## config.mk

```make
export PLATFORM = sky130hd
export DESIGN_NAME = async_counter
export DESIGN_NICKNAME = d
export VERILOG_FILES = /design/src/rtl/async_counter.sv
export SDC_FILE = /design/constraint.sdc
export NUM_CORES = 1
export LEC_CHECK = 0
export CAP_MARGIN = 25
export CELL_PAD_IN_SITES_DETAIL_PLACEMENT = 1
export CELL_PAD_IN_SITES_GLOBAL_PLACEMENT = 1
export CORE_AREA = 2 2 39 41
export DETAILED_ROUTE_END_ITERATION = 10
export DIE_AREA = 0 0 41 43
export GPL_ROUTABILITY_DRIVEN = 1
export PLACE_DENSITY = 0.44
export SETUP_SLACK_MARGIN = 0.5
export SLEW_MARGIN = 40
export SYNTH_ARGS = -nofsm -noshare
export SYNTH_HDL_FRONTEND = slang
export SYNTH_SLANG_ARGS = --single-unit
```

## constraint.sdc

```tcl
create_clock -name clk -period 0.8 [get_ports clk]
set_clock_uncertainty 0.05 [all_clocks]
set_input_delay 0.12 -clock clk [delete_from_list [all_inputs] [get_ports clk]]
set_output_delay 0.12 -clock clk [all_outputs]
set_load 0.005 [all_outputs]
```

## src/rtl/async_counter.sv

```systemverilog
// Ripple binary counter. Each stage is a toggle flop clocked by the previous stage's output.
// Stage 0 alone sees clk; reset clears every stage asynchronously.
module async_counter #(
  parameter int unsigned WIDTH = 4,
  parameter bit          DOWN  = 1'b0
) (
  input  logic             clk,
  input  logic             reset,
  output logic [WIDTH-1:0] q
);

  logic [WIDTH-1:0] stage_s;

  for (genvar i = 0; i < WIDTH; i++) begin : g_stage
    logic bit_q;
    logic bit_d;

    // toggle input for this stage
    always_comb begin
      bit_d = ~bit_q;
    end

    if (i == 0) begin : g_first
      // stage 0 toggles on every rising clk edge
      always_ff @(posedge clk or posedge reset) begin
        if (reset) begin
          bit_q <= 1'b0;
        end else begin
          bit_q <= bit_d;
        end
      end
    end else if (DOWN) begin : g_down
      // a borrow out of the lower stage is its 0->1 transition
      always_ff @(posedge stage_s[i-1] or posedge reset) begin
        if (reset) begin
          bit_q <= 1'b0;
        end else begin
          bit_q <= bit_d;
        end
      end
    end else begin : g_up
      // a carry out of the lower stage is its 1->0 transition
      always_ff @(negedge stage_s[i-1] or posedge reset) begin
        if (reset) begin
          bit_q <= 1'b0;
        end else begin
          bit_q <= bit_d;
        end
      end
    end

    assign stage_s[i] = bit_q;
  end

  assign q = stage_s;

endmodule

```

# Word-level counts from Yosys, hierarchy flattened
# Cells that the tools add are included.
classes:
  n_bitwise: 4
ops:
  columns: ["op", "count"]
  rows:
  - ["1-bit NOT", 4]
totals:
  reg_bits: 4
  input_bits: 2
  wordCells: 8

# Logic depth before layout (Yosys ltp)
logic_depth:
  depth_word: 1
  mapped_depth: 1
  mapped_depth_nobuf: 1

==> impl_metrics.xml <==
<?xml version="1.0" encoding="UTF-8"?>
<metrics>
  <group name="worst_setup_path">
    <metric name="crit_slowest_cell" unit="">dfrtp_1</metric>
    <metric name="cp_data_arrival_time" unit="ns">0.49</metric>
    <metric name="cp_cell_sequence" unit="">buf_2</metric>
    <metric name="critPathCaptureType" unit="">output port</metric>
    <metric name="crit_path_start_kind" unit="">flop</metric>
    <metric name="worst_path_largest_cell_delay" unit="ns">0.36</metric>
    <metric name="critical-path-top-delay-family" unit="">flip-flops</metric>
    <metric name="critical_path_required" unit="ns">0.63</metric>
    <metric name="worstPathMaxFanout" unit="">3</metric>
    <metric name="setup.worst_path.class" unit="">reg -&gt; out</metric>
    <metric name="cp.buffers_inverters" unit="">1</metric>
  </group>
  <group name="status">
    <metric name="run_status" unit="">complete, no violations</metric>
  </group>
  <group name="detailed_routing">
    <metric name="route.final.wire_length" unit="µm">187</metric>
    <metric name="routed_via_density" unit="">2.45</metric>
    <metric name="drt_first_pass_iters" unit="">4</metric>
    <metric name="drt_drc_violations_left" unit="">0</metric>
    <metric name="routed-via-count" unit="">76</metric>
    <metric name="routed_wire_length_per_instance" unit="µm">6.03</metric>
    <metric name="drt-initial-drc-count" unit="">1</metric>
    <metric name="drt.antenna.violating_nets" unit="">0</metric>
  </group>
  <group name="synthesis">
    <metric name="seq_area_frac_synth" unit="%">67.2</metric>
    <metric name="synth_xor_xnor_area_share" unit="%">0</metric>
    <metric name="post_synth_and_or_nand_nor_area_fraction" unit="%">0</metric>
    <metric name="main_combinational_cell_family_by_area_after_synthesis" unit="">buffers and inverters</metric>
    <metric name="synth.area.mux_share" unit="%">0</metric>
    <metric name="synth.net_count" unit="">15</metric>
    <metric name="avgSynthCellArea" unit="µm²">11.5</metric>
    <metric name="synth_adder_area_share" unit="%">0</metric>
    <metric name="netlist-cell-type-count" unit="">4</metric>
    <metric name="synth_cells" unit="">13</metric>
    <metric name="fraction_of_the_mapped_netlist_area_in_compound_gates" unit="%">0</metric>
    <metric name="ys_ff_latch" unit="">4</metric>
    <metric name="synth_cell_area" unit="µm²">149</metric>
    <metric name="ys_warn_count" unit="">0</metric>
  </group>
  <group name="sta">
    <metric name="timing_hold_violations_final" unit="">0</metric>
    <metric name="layout_worst_path_cycle_share" unit="%">82.4</metric>
    <metric name="count_of_pins_over_their_slew_limit" unit="">0</metric>
    <metric name="slew-limit-headroom" unit="%">93.7</metric>
    <metric name="max_freq" unit="MHz">1520</metric>
    <metric name="layout_min_cycle_time" unit="ns">0.660</metric>
    <metric name="tightest_slew" unit="ns">0.0938</metric>
    <metric name="grt_setup_unrepaired" unit="">true</metric>
    <metric name="finalSetupViolations" unit="">0</metric>
    <metric name="fin_ws" unit="ns">0.140</metric>
    <metric name="unconstrained_endpoints" unit="">6</metric>
    <metric name="register_pins_left_without_a_clock" unit="">3</metric>
  </group>
  <group name="cells_and_area">
    <metric name="area.growth.synth_to_final" unit="%">27.7</metric>
    <metric name="biggestRegsByFlops" unit="">g_stage.bit_q (4)</metric>
    <metric name="seqCellArea" unit="µm²">100</metric>
    <metric name="n_fill_cell" unit="">161</metric>
    <metric name="multi_input_gates" unit="">0</metric>
    <metric name="design.final.nets" unit="">19</metric>
    <metric name="largest_register_ffs" unit="">4</metric>
    <metric name="multi_input_comb_area" unit="µm²">0</metric>
    <metric name="largest_register" unit="">g_stage.bit_q</metric>
    <metric name="layoutNonFillerInstCount" unit="">31</metric>
    <metric name="fraction_of_layout_instances_using_a_drive_strength_above_1" unit="%">20.0</metric>
    <metric name="antenna_cells_inserted" unit="">0</metric>
  </group>
  <group name="pwr">
    <metric name="swShare" unit="%">9.21</metric>
    <metric name="power_frac_comb" unit="%">18.8</metric>
    <metric name="internal_power" unit="mW">0.0576</metric>
    <metric name="leakage" unit="nW">0.109</metric>
    <metric name="seqPwrFrac" unit="%">81.2</metric>
    <metric name="power.share.clock" unit="%">0</metric>
    <metric name="power_switching" unit="mW">0.00584</metric>
    <metric name="power.density_cell_area" unit="mW/mm²">334</metric>
    <metric name="peakVddDrop" unit="mV">0.193</metric>
  </group>
  <group name="global_routing">
    <metric name="grt_remaining_overflow" unit="">0</metric>
    <metric name="grt.total_usage" unit="%">2.21</metric>
    <metric name="initial_antenna_violation_count" unit="">0</metric>
    <metric name="grt_pass1_vias" unit="">75</metric>
    <metric name="grt_pass1_wl" unit="µm">276</metric>
    <metric name="maximum_number_of_pins_on_one_net_before_global_route_repair" unit="">4</metric>
  </group>
  <group name="die">
    <metric name="die-area" unit="mm²">0.00176</metric>
    <metric name="core_region_area" unit="mm²">0.00138</metric>
    <metric name="initial_core_util" unit="%">10.8</metric>
    <metric name="io-pin-count" unit="">6</metric>
    <metric name="placement_rows" unit="">14</metric>
    <metric name="dieWidth" unit="µm">41</metric>
    <metric name="die_h" unit="µm">43</metric>
  </group>
  <group name="placement">
    <metric name="detailedPlace.worstSlack" unit="ns">-0.217</metric>
    <metric name="buffer_ports.inserted" unit="">5</metric>
    <metric name="gp_congestion" unit="">0.523</metric>
    <metric name="placed_cells" unit="">30</metric>
    <metric name="hpwlAfterDp" unit="µm">161</metric>
  </group>
  <group name="clocking">
    <metric name="cts_hold_buffers" unit="">0</metric>
    <metric name="worst_skew_pair_later_pin_latency" unit="ns">0</metric>
    <metric name="clkTransAtPathRegs" unit="ns">0</metric>
  </group>
  <group name="flow_run">
    <metric name="maxCapViolCount" unit="">0</metric>
  </group>
  <group name="hold_path">
    <metric name="hold_path_class" unit="">in -&gt; async</metric>
  </group>
</metrics>
[power by group through the flow]
stage	logic (mW)	registers, mW	clock network [mW]
floorplan	0.00337	0.0515	0
global placement	0.00858	0.0515	0
detailed placement	0.00919	0.0515	0
CTS	0.0122	0.0515	0
global route	0.0141	0.0515	0
finish	0.0120	0.0515	0
[kinds of logic after synthesis]
kind of cell	Yosys count
flip-flops	4
buffers and inverters	9
[synthesized netlist by cell type, drive strengths merged]
library cell / number / area, µm²
dfrtp: 1 / 25.0
buf: 4 / 30.0
inv: 5 / 18.8
dfrtn: 3 / 75.1
[metal layers]
layer | up-vias | routed length (µm) | GRT usage [%] | share of wire [%]
li1 | 34 | - | - | -
met1 | 36 | 91 | 2.90 | 49
met2 | 6 | 78 | 4.06 | 42
met3 | 0 | 18 | 0 | 9.6
met4 | 0 | 0 | 0 | 0
met5 | - | 0 | 0 | 0
[final cells by class]
cell class            instances  area share (%)
Inverter                      5            9.87
Sequential cell               4            52.6
Tap cell                     16            10.5
Timing Repair Buffer          6            27.0
[final timing paths]
check | startpoint | to | slack [ns] | cells past startpoint
max in group asynchronous | reset | g_stage[0].bit_q$_DFF_PP0_ | 0.54 | 2
hold reg to reg | g_stage[0].bit_q$_DFF_PP0_ | g_stage[0].bit_q$_DFF_PP0_ | 0.37 | 1
setup reg to reg | g_stage[0].bit_q$_DFF_PP0_ | g_stage[0].bit_q$_DFF_PP0_ | 0.26 | 1
min in group clk | g_stage[0].bit_q$_DFF_PP0_ | g_stage[0].bit_q$_DFF_PP0_ | 0.37 | 1
hold / removal | reset | g_stage[0].bit_q$_DFF_PP0_ | 0.06 | 2
setup / recovery | g_stage[0].bit_q$_DFF_PP0_ | q[0] | 0.14 | 1
[per-stage QoR]
stage	util (%)	setup TNS [ns]	hold WS, ns	total power, mW	area (µm²)
after global placement	13.7	-0.222	0.259	0.0601	189
after CTS	13.7	0	0.0627	0.0637	190
after detailed placement	13.7	-0.217	0.271	0.0607	189
final	13.7	0	0.0611	0.0634	190
after floorplan	-	0	-0.164	0.0548	153
after global routing	13.7	0	0.0786	0.0655	190
[what timing repair did]
action	CTS	global route
resized for setup	6	0
endpoints found under the setup margin	3	2
setup buffers	1	0
[layout by cell type, fill, tap and decap left out, drive strengths merged]
cell / Yosys / routed
dfrtp: 1 / 1
dlygate4sd2: 0 / 1
inv: 5 / 5
dfrtn: 3 / 3
clkdlybuf4s50: 0 / 3
buf: 4 / 2
Note: power is estimated with default switching activity, not from simulation.
